### src/rtl/fifo_pkg.sv
// Shared types and helpers for the FIFO read-side arbiter.
package fifo_pkg;

  typedef enum logic [1:0] {
    StIdle,
    StFetch,
    StHold
  } state_t;

  // Width of an index into NUM_REQ consumers; never less than one bit.
  function automatic int unsigned idx_width(input int unsigned n);
    return (n > 1) ? int'($clog2(n)) : 1;
  endfunction

endpackage

### src/rtl/rr_picker.sv
// Combinational round-robin search: first asserted req at or above rr_ptr, with wrap.
module rr_picker
  import fifo_pkg::*;
#(
  parameter int unsigned NUM_REQ = 4,
  parameter int unsigned IDX_W   = idx_width(NUM_REQ)
) (
  input  logic [NUM_REQ-1:0] req,
  input  logic [IDX_W-1:0]   rr_ptr,
  output logic [IDX_W-1:0]   winner,
  output logic               found
);

  logic [IDX_W-1:0] idx;

  // Scan NUM_REQ positions starting at rr_ptr; keep the first hit.
  always_comb begin
    winner = '0;
    found  = 1'b0;
    idx    = '0;
    for (int unsigned i = 0; i < NUM_REQ; i++) begin
      idx = IDX_W'((32'(rr_ptr) + i) % NUM_REQ);
      if (!found && req[idx]) begin
        winner = idx;
        found  = 1'b1;
      end
    end
  end

endmodule

### src/rtl/fifo_read_arbiter.sv
// Shares the async-FIFO read port among NUM_REQ consumers: round-robin with a
// per-owner burst limit, one popped word held until the owner accepts it.
module fifo_read_arbiter
  import fifo_pkg::*;
#(
  parameter int unsigned DATA_SIZE = 8,
  parameter int unsigned NUM_REQ   = 4,
  parameter int unsigned BURST_MAX = 4
) (
  input  logic                 rclk,
  input  logic                 rrst,
  input  logic                 rempty,
  input  logic [DATA_SIZE-1:0] rdata,
  output logic                 rinc,
  input  logic [NUM_REQ-1:0]   req,
  output logic [NUM_REQ-1:0]   gnt,
  output logic                 out_valid,
  output logic [DATA_SIZE-1:0] out_data,
  input  logic [NUM_REQ-1:0]   out_ready,
  output logic [15:0]          words_served
);

  localparam int unsigned IdxW  = idx_width(NUM_REQ);
  localparam int unsigned BcntW = $clog2(BURST_MAX + 1);

  state_t               state_q, state_d;
  logic [NUM_REQ-1:0]   gnt_q, gnt_d;
  logic [IdxW-1:0]      owner_q, owner_d;
  logic                 own_vld_q, own_vld_d;
  logic [IdxW-1:0]      rr_ptr_q, rr_ptr_d;
  logic [BcntW-1:0]     burst_q, burst_d;
  logic                 out_valid_q, out_valid_d;
  logic [DATA_SIZE-1:0] out_data_q, out_data_d;
  logic [15:0]          words_served_q, words_served_d;

  logic [IdxW-1:0]      pick_idx;
  logic                 pick_found;
  logic                 keep_owner;
  logic                 accept;

  rr_picker #(
    .NUM_REQ (NUM_REQ),
    .IDX_W   (IdxW)
  ) u_picker (
    .req    (req),
    .rr_ptr (rr_ptr_q),
    .winner (pick_idx),
    .found  (pick_found)
  );

  // The previous owner keeps the port while it still asks and has burst budget left.
  assign keep_owner = own_vld_q && req[owner_q] && (burst_q < BcntW'(BURST_MAX));
  // gnt_q is one-hot on the owner, so this ignores out_ready of everyone else.
  assign accept     = |(out_ready & gnt_q);

  // Next-state: IDLE decides the owner, FETCH pops and captures, HOLD waits for accept.
  always_comb begin
    state_d        = state_q;
    gnt_d          = gnt_q;
    owner_d        = owner_q;
    own_vld_d      = own_vld_q;
    rr_ptr_d       = rr_ptr_q;
    burst_d        = burst_q;
    out_valid_d    = out_valid_q;
    out_data_d     = out_data_q;
    words_served_d = words_served_q;
    case (state_q)
      StIdle: begin
        // rempty here already reflects the last pop, so a FETCH pop is always valid.
        if (!rempty && (|req)) begin
          state_d   = StFetch;
          own_vld_d = 1'b1;
          gnt_d     = '0;
          if (keep_owner) begin
            gnt_d[owner_q] = 1'b1;
          end else if (pick_found) begin
            owner_d         = pick_idx;
            rr_ptr_d        = (pick_idx == IdxW'(NUM_REQ - 1)) ? '0 : pick_idx + 1'b1;
            burst_d         = '0;
            gnt_d[pick_idx] = 1'b1;
          end
        end else begin
          gnt_d = '0;
        end
      end
      StFetch: begin
        out_data_d  = rdata;
        out_valid_d = 1'b1;
        state_d     = StHold;
      end
      StHold: begin
        if (accept) begin
          out_valid_d    = 1'b0;
          words_served_d = words_served_q + 16'd1;
          state_d        = StIdle;
          if (burst_q < BcntW'(BURST_MAX)) begin
            burst_d = burst_q + 1'b1;
          end
        end
      end
      default: state_d = StIdle;
    endcase
  end

  // State and output registers; reset drops any word in flight.
  always_ff @(posedge rclk or posedge rrst) begin
    if (rrst) begin
      state_q        <= StIdle;
      gnt_q          <= '0;
      owner_q        <= '0;
      own_vld_q      <= 1'b0;
      rr_ptr_q       <= '0;
      burst_q        <= '0;
      out_valid_q    <= 1'b0;
      out_data_q     <= '0;
      words_served_q <= '0;
    end else begin
      state_q        <= state_d;
      gnt_q          <= gnt_d;
      owner_q        <= owner_d;
      own_vld_q      <= own_vld_d;
      rr_ptr_q       <= rr_ptr_d;
      burst_q        <= burst_d;
      out_valid_q    <= out_valid_d;
      out_data_q     <= out_data_d;
      words_served_q <= words_served_d;
    end
  end

  assign rinc         = (state_q == StFetch);
  assign gnt          = gnt_q;
  assign out_valid    = out_valid_q;
  assign out_data     = out_data_q;
  assign words_served = words_served_q;

endmodule

### config.mk
export PLATFORM = sky130hd
export DESIGN_NAME = fifo_read_arbiter
export DESIGN_NICKNAME = d
export VERILOG_FILES = /design/src/rtl/fifo_pkg.sv /design/src/rtl/rr_picker.sv /design/src/rtl/fifo_read_arbiter.sv
export SDC_FILE = /design/constraint.sdc
export NUM_CORES = 1
export LEC_CHECK = 0
export CAP_MARGIN = 40
export CORE_MARGIN = 4
export CORE_UTILIZATION = 35
export CTS_CLUSTER_SIZE = 25
export DETAILED_ROUTE_END_ITERATION = 16
export GPL_TIMING_DRIVEN = 0
export PLACE_DENSITY = 0.65
export SYNTH_ARGS = -nofsm -noshare
export SYNTH_HDL_FRONTEND = slang
export SYNTH_HIERARCHICAL = 1
export SYNTH_SLANG_ARGS = --single-unit
### constraint.sdc
create_clock -name rclk -period 2 [get_ports rclk]
set_input_delay 0.4 -clock rclk [delete_from_list [all_inputs] [get_ports rclk]]
set_output_delay 0.4 -clock rclk [all_outputs]
set_load 0.05 [all_outputs]
==> impl_metrics.ini, run 1 <==
[synth]
synth.area.top_cells = dfrtp_1 49%, mux2_2 4.5%, xnor2_1 4.0%
synth_top_cell_by_area = dfrtp_1
synth_area_per_cell_sq_um = 11.7
ys.warnings.count = 6
syn_nets = 194
synth-edff-count = 0
synthArstFlopShare = 1.00
synth-main-ff-cell = dfrtp_1
ys_ff_latch = 39
yosysSeqAreaShare = 0.492
synth_top_area_frac = 0.492
synthCells = 169
syn-cell-area_sq_um = 1980
synth.distinct_cells = 41

[worst_setup_path]
critPathLaunch = req[0]
reg2reg_from = state_q[1]$_DFFE_PP0P_
crit_path_end = gnt[3]$_DFFE_PP0N_
worst-r2r-cell-count = 5
crit_chain = clkdlybuf4s50_1 > inv_1 > o221ai_1 > a21oi_4 > buf_4 > ha_1 > a221o_1
r2r_slack_ns = 0.13
critical_path_class = in2reg
cp_top_family = buffers and inverters
worstPathRequired_ns = 2.17
cp_num_cells = 7
slowest_delay_ns = 0.56
crit_path_start_kind = input pin
cp-end-kind = flop
crit_buf_inv = 3
r2r_end = rr_ptr_q[0]$_DFFE_PP0P_
worstPathMaxFanout = 6
crit_slowest_cell = clkdlybuf4s50_1
arrival_ns = 2.11

[timing]
worstMarginPinSlew_ns = 0.656
drv_slew = 0
rsz0062_at_grt = false
fin_crit_ns = 1.94
final-setup-viol-count = 0
hold_violations = 0
setup_slack_ns = 0.0574
clock_skew_ns = 0.00914
max_slew_margin = 0.563
hold_ws_ns = 0.314
fmax_mhz = 515
finalSetupTns_ns = 0
period_share = 0.971

[final_layout]
nets = 251
fin_cells = 299
n_fill_cell = 526
drive_above_1_share = 0.167
areaGrowthSynthToFinish_pct = 35.4
insertedDiodeCount = 0

[die]
core-area_sq_um = 5510
rows = 27
die_y_um = 83.3
ios = 49
die_w_um = 83.3
die_area_sq_um = 6940
start_util = 0.360

[detailed_routing]
first_pass_iters = 4
drtIter0Drc = 51
wl_per_cell_um = 13.7
drc = 0
postRouteAntennaNets = 0
wl_um = 4090
via_per_inst = 4.99
via_count = 1491

[clock_tree]
cts_buffer_depth = 2
cts_tree = yes
cts_sinks = 39
htreeDepth = 2
holdBufCountCts = 0
clk_pin_slew_ns = 0.07
cts_root_buffer = clkbuf_8
clk_latency_ns = 0.29
cts_made_buffers = 5

[global_route]
antenna_found_initial = 0
grt_usage = 0.123
overflow = 0
grt_max_degree = 35
grt_pass1_wl_um = 7050
grt_pass1_vias = 1536

[power]
seqPwrFrac = 0.347
power.internal_w = 0.00202
power.density_nw_per_um2 = 1350
p_sw_frac = 0.444
ir_worst_vdd_mv = 0.747
p_leak_nw = 1.25
comb_power_share = 0.510
switchingPower_w = 0.00161
clkPwrFrac = 0.143

[placed_design]
gp_congestion = 0.762
place_ws_ns = -0.524
dp.cells = 290
hpwl_um = 3040
portBuffers = 48

[job]
drv_cap = 0

[status]
status = finished, final reports clean

[worst_hold_path]
min_path_type = in2async
==> logic make-up (layout without fill, tap and decap cells) <==
| family | count (synthesis) | in the layout | synth area share |
|---|---|---|---|
| AND/OR/NAND/NOR | 60 | 60 | 0.187 |
| adder cells (fa/ha/maj) | 6 | 6 | 0.0378 |
| multiplexers | 15 | 15 | 0.0908 |
| XOR/XNOR | 15 | 15 | 0.0662 |
| buffers and inverters | 14 | 72 | 0.0315 |
| flip-flops | 39 | 39 | 0.492 |
| AO/OA/AOI/OAI | 20 | 20 | 0.0952 |
==> per-layer routing <==
| metal | routed length (um) | track usage |
|---|---|---|
| met5 | 0 | 0 |
| met4 | 38 | 0.0357 |
| met3 | 252 | 0.0397 |
| met2 | 1870 | 0.208 |
| met1 | 1930 | 0.149 |
==> cells in the mapped netlist (2+ instances only) <==
cell / n
dfrtp_1: 39
nand3_1: 14
inv_1: 9
nand2_1: 9
xnor2_1: 9
mux2_2: 8
nor2_1: 7
ha_1: 6
xor2_1: 6
a21oi_1: 5
a221o_1: 5
mux2_4: 4
nand2b_1: 4
nand4_1: 4
mux2i_1: 3
nor3_1: 3
a21o_1: 2
a22oi_1: 2
and2b_1: 2
and3_1: 2
and4_1: 2
buf_2: 2
nor4_1: 2
nor4b_2: 2
or3_1: 2
==> worst min-delay path by stage <==
stage	start	end	slack (ns)	depth (start not counted)
2_1_floorplan	own_vld_q$_DFFE_PP0P_	own_vld_q$_DFFE_PP0P_	0.45	1
3_3_place_gp	words_served[15]$_DFFE_PP0P_	words_served[15]$_DFFE_PP0P_	0.46	1
3_5_place_dp	words_served[15]$_DFFE_PP0P_	words_served[15]$_DFFE_PP0P_	0.46	1
4_1_cts	rrst	out_data[7]$_DFFE_PP0P_	0.31	2
5_1_grt	rrst	out_data[7]$_DFFE_PP0P_	0.32	2
6_report	rrst	out_data[7]$_DFFE_PP0P_	0.31	2
==> flip-flops by register name, indices dropped and copies added, names as in the netlist <==
register	count
burst_q	3
out_valid	1
rr_ptr_q	2
words_served	16
own_vld_q	1
state_q	2
gnt	4
out_data	8
owner_q	2
==> cells in the final DEF (no fill, tap or decap), types with 4 or more instances in the layout <==
cell type	n
xor2_1	6
inv_1	8
mux2_4	4
nand2_1	9
dlymetal6s2s_1	4
mux2_2	8
clkdlybuf4s50_1	39
xnor2_1	9
nand4_1	4
a221o_1	5
dfrtp_1	39
nand3_1	14
ha_1	6
nand2b_1	4
clkbuf_8	5
dlygate4sd2_1	4
nor2_1	7
==> per-stage QoR <==
stage	area, sq um	total power [W]	utilization
2_1_floorplan	1980	0.00256	-
3_3_place_gp	2550	0.00309	0.464
3_5_place_dp	2570	0.00312	0.468
4_1_cts	2680	0.00367	0.487
5_1_grt	2690	0.00386	0.488
6_report	2690	0.00363	0.488
==> cell type report <==
type                            count  area, sq um  share of cell area
Tap cell                           72         90.1              0.0335
Sequential cell                    39          976               0.363
Multi-Input combinational cell    116          962               0.358
Clock inverter                      2         12.5             0.00466
Inverter                           10         37.5              0.0140
Buffer                              3         21.3             0.00791
Clock buffer                        6         72.6              0.0270
Timing Repair Buffer               51          515               0.192
==> power groups by stage <==
stage / registers, W / clock network [W] / logic (W)
2_1_floorplan: 0.00174 / 0 / 0.000824
3_3_place_gp: 0.00127 / 0 / 0.00182
3_5_place_dp: 0.00127 / 0 / 0.00184
4_1_cts: 0.00126 / 0.000541 / 0.00187
5_1_grt: 0.00130 / 0.000574 / 0.00198
6_report: 0.00126 / 0.000520 / 0.00185
==> what timing repair did <==
action | in CTS | in global routing
setup endpoints to repair | 8 | 9
resized for setup | 10 | 7
pin swaps | 1 | 0
setup buffers | 2 | 0
Note: power is estimated with default switching activity, not from simulation.
==> inputs of run 2 (changes only) <==
Settings changed: ABC_AREA set to 1, PLACE_DENSITY 0.65 to 0.63.
==> run 2 against run 1 <==
Effect of this change: critical endpoint is now words_served[6]; largest cell class is now multi-input gates; sequential power is 3% higher; die area is 17% higher; final area is 16% higher.
==> impl_metrics.ini, run 2 <==
[status]
status = finished, final reports clean

[synth]
synth_most_common_cell = nand2_1
syn_nets = 333
synth_area_per_cell_sq_um = 7.69
synth_commonest_cells = 118 x nand2_1, 39 x dfrtp_1, 24 x inv_1, 23 x nand3_1, 19 x nor2_1
synth.distinct_cells = 26
synth_top_area_frac = 0.412
ys.warnings.count = 6
synth-edff-count = 0
ys_ff_latch = 39
yosysSeqAreaShare = 0.412
syn-cell-area_sq_um = 2370
synth.area.top_cells = dfrtp_1 41%, nand2_1 19%, nand3_1 4.9%
synth_top_cell_by_area = dfrtp_1
synth-main-ff-cell = dfrtp_1
synthArstFlopShare = 1.00
synthCells = 308

[die]
core-area_sq_um = 6460
start_util = 0.367
ios = 49
rows = 29
die_y_um = 90.3
die_area_sq_um = 8150
die_w_um = 90.3

[timing]
final-setup-viol-count = 0
rsz0062_at_grt = false
period_share = 0.969
clock_skew_ns = 0.0109
hold_violations = 0
fmax_mhz = 516
finalSetupTns_ns = 0
fin_crit_ns = 1.94
drv_slew = 0
worstMarginPinSlew_ns = 0.512
max_slew_margin = 0.658

[power]
power.density_nw_per_um2 = 1540
p_leak_nw = 1.56
ir_worst_vdd_mv = 0.603

[clock_tree]
cts_buffer_depth = 2
clk_latency_ns = 0.29
cts_made_buffers = 5
htreeDepth = 2
clk_pin_slew_ns = 0.08
holdBufCountCts = 0
cts_root_buffer = clkbuf_8
cts_tree = yes
cts_sinks = 39

[detailed_routing]
via_count = 2036
drc = 0
first_pass_iters = 4
via_per_inst = 4.60
drtIter0Drc = 55
wl_um = 5210
wl_per_cell_um = 11.8
postRouteAntennaNets = 0

[global_route]
overflow = 0
grt_pass1_wl_um = 8760
grt_max_degree = 27
antenna_found_initial = 0
grt_usage = 0.130
grt_pass1_vias = 1898

[final_layout]
multiInputGateArea_sq_um = 1250
drive_above_1_share = 0.161
layout_commonest_cell = nand2_1
largest_reg_flops = 16
final_cell_area_sq_um = 3110
mostFrequentLayoutCells = 117 x nand2_1, 41 x clkdlybuf4s50_1, 37 x dfrtp_1, 23 x nand3_1, 21 x inv_1
fin_cells = 443
insertedDiodeCount = 0
postLayoutCoreUtil = 0.482
ff_latch_area_sq_um = 978
areaGrowthSynthToFinish_pct = 31.4
n_fill_cell = 639
nets = 391

[worst_setup_path]
crit_path_start_kind = flop
worstPathRequired_ns = 1.60
cp-end-kind = output port
crit_chain = clkdlybuf4s50_1
reg2reg_from = rr_ptr_q[0]$_DFFE_PP0P_
crit_slowest_cell = clkdlybuf4s50_1
slowest_delay_ns = 0.83
worstPathMaxFanout = 4
r2r_slack_ns = 0.13
critical_path_class = reg2out
cp_top_family = buffers and inverters
critPathLaunch = words_served[6]$_DFFE_PP0P_
crit_buf_inv = 1
arrival_ns = 1.54

[worst_hold_path]
min_path_type = in2async

[placed_design]
portBuffers = 48
dpl_cell_area_sq_um = 2970
dp.cells = 434
gp_congestion = 0.839
hpwl_um = 4060

[job]
drv_cap = 0
[run 2: changes by cell type after synthesis, moves of 5 or more]
cell / change
nand2_2: +13
nor2_1: +12
mux2_2: -8
o21ai_1: +8
nand3_1: +9
a221o_1: -5
nand2_1: +109
inv_2: +7
inv_1: +15
[run 2: layout make-up]
type | instances | area share
Inverter | 33 | 0.0414
Clock buffer | 6 | 0.0233
Buffer | 2 | 0.00724
Timing Repair Buffer | 51 | 0.170
Multi-Input combinational cell | 234 | 0.403
Clock inverter | 1 | 0.00965
Tap cell | 77 | 0.0310
Sequential cell | 39 | 0.314
[run 2: power breakdown]
part	internal (W)	switching, W	leakage [nW]
combinational	0.000968	0.00189	1.02
sequential	0.00105	0.000251	0.488
clock	0.000366	0.000278	0.0513
[run 2: worst paths after layout]
kind	endpoint	cells after the start
min	out_data[4]$_DFFE_PP0P_	2
max reg2reg	rr_ptr_q[1]$_DFFE_PP0P_	12
min reg2reg	own_vld_q$_DFFE_PP0P_	2
max in group asynchronous	rr_ptr_q[0]$_DFFE_PP0P_	3
min in group rclk	own_vld_q$_DFFE_PP0P_	2
max	words_served[6]	1
[run 2: stage by stage]
stage / hold WS (ns) / power [W] / setup WS (ns)
3_5_place_dp: 0.442 / 0.00410 / -0.298
3_3_place_gp: 0.440 / 0.00404 / -0.255
2_1_floorplan: 0.421 / 0.00333 / 0.281
4_1_cts: 0.391 / 0.00475 / 0.00979
5_1_grt: 0.405 / 0.00514 / 0.00333
6_report: 0.384 / 0.00480 / 0.0623
[run 2: logic make-up after synthesis]
logic type | share of synthesized area
simple gates | 0.415
flops | 0.412
buf+inv | 0.0613
xor+xnor | 0.0592
compound gates | 0.0211
fa+ha+maj | 0.0317
[run 2: worst reg2reg max path: stages, from the launching register on]
cell and delay (ns):
dfrtp_2 0.45, buf_8 0.16, nand2_2 0.07, nand2_2 0.07, nand2_2 0.08, nand2_2 0.06, nor2_4 0.14, nand4_1 0.09
nand3_1 0.13, inv_1 0.10, ha_1 0.30, nand2_1 0.08, nand2_1 0.05
[run 2: layer usage]
metal / vias up / share of wire / wire length, um / GRT usage
met5: - / 0 / 0 / 0
met4: 0 / 0.012 / 61 / 0.0383
met3: 5 / 0.043 / 226 / 0.0308
met2: 36 / 0.46 / 2420 / 0.219
met1: 919 / 0.48 / 2500 / 0.164
li1: 1076 / - / - / -
[run 2: what timing repair did]
item                       4_1_cts  5_1_grt
resized for setup                4       13
setup endpoints to repair        2        8
pin swaps                        0        3
hold endpoints to repair         0        0
buffers inserted                 0        2
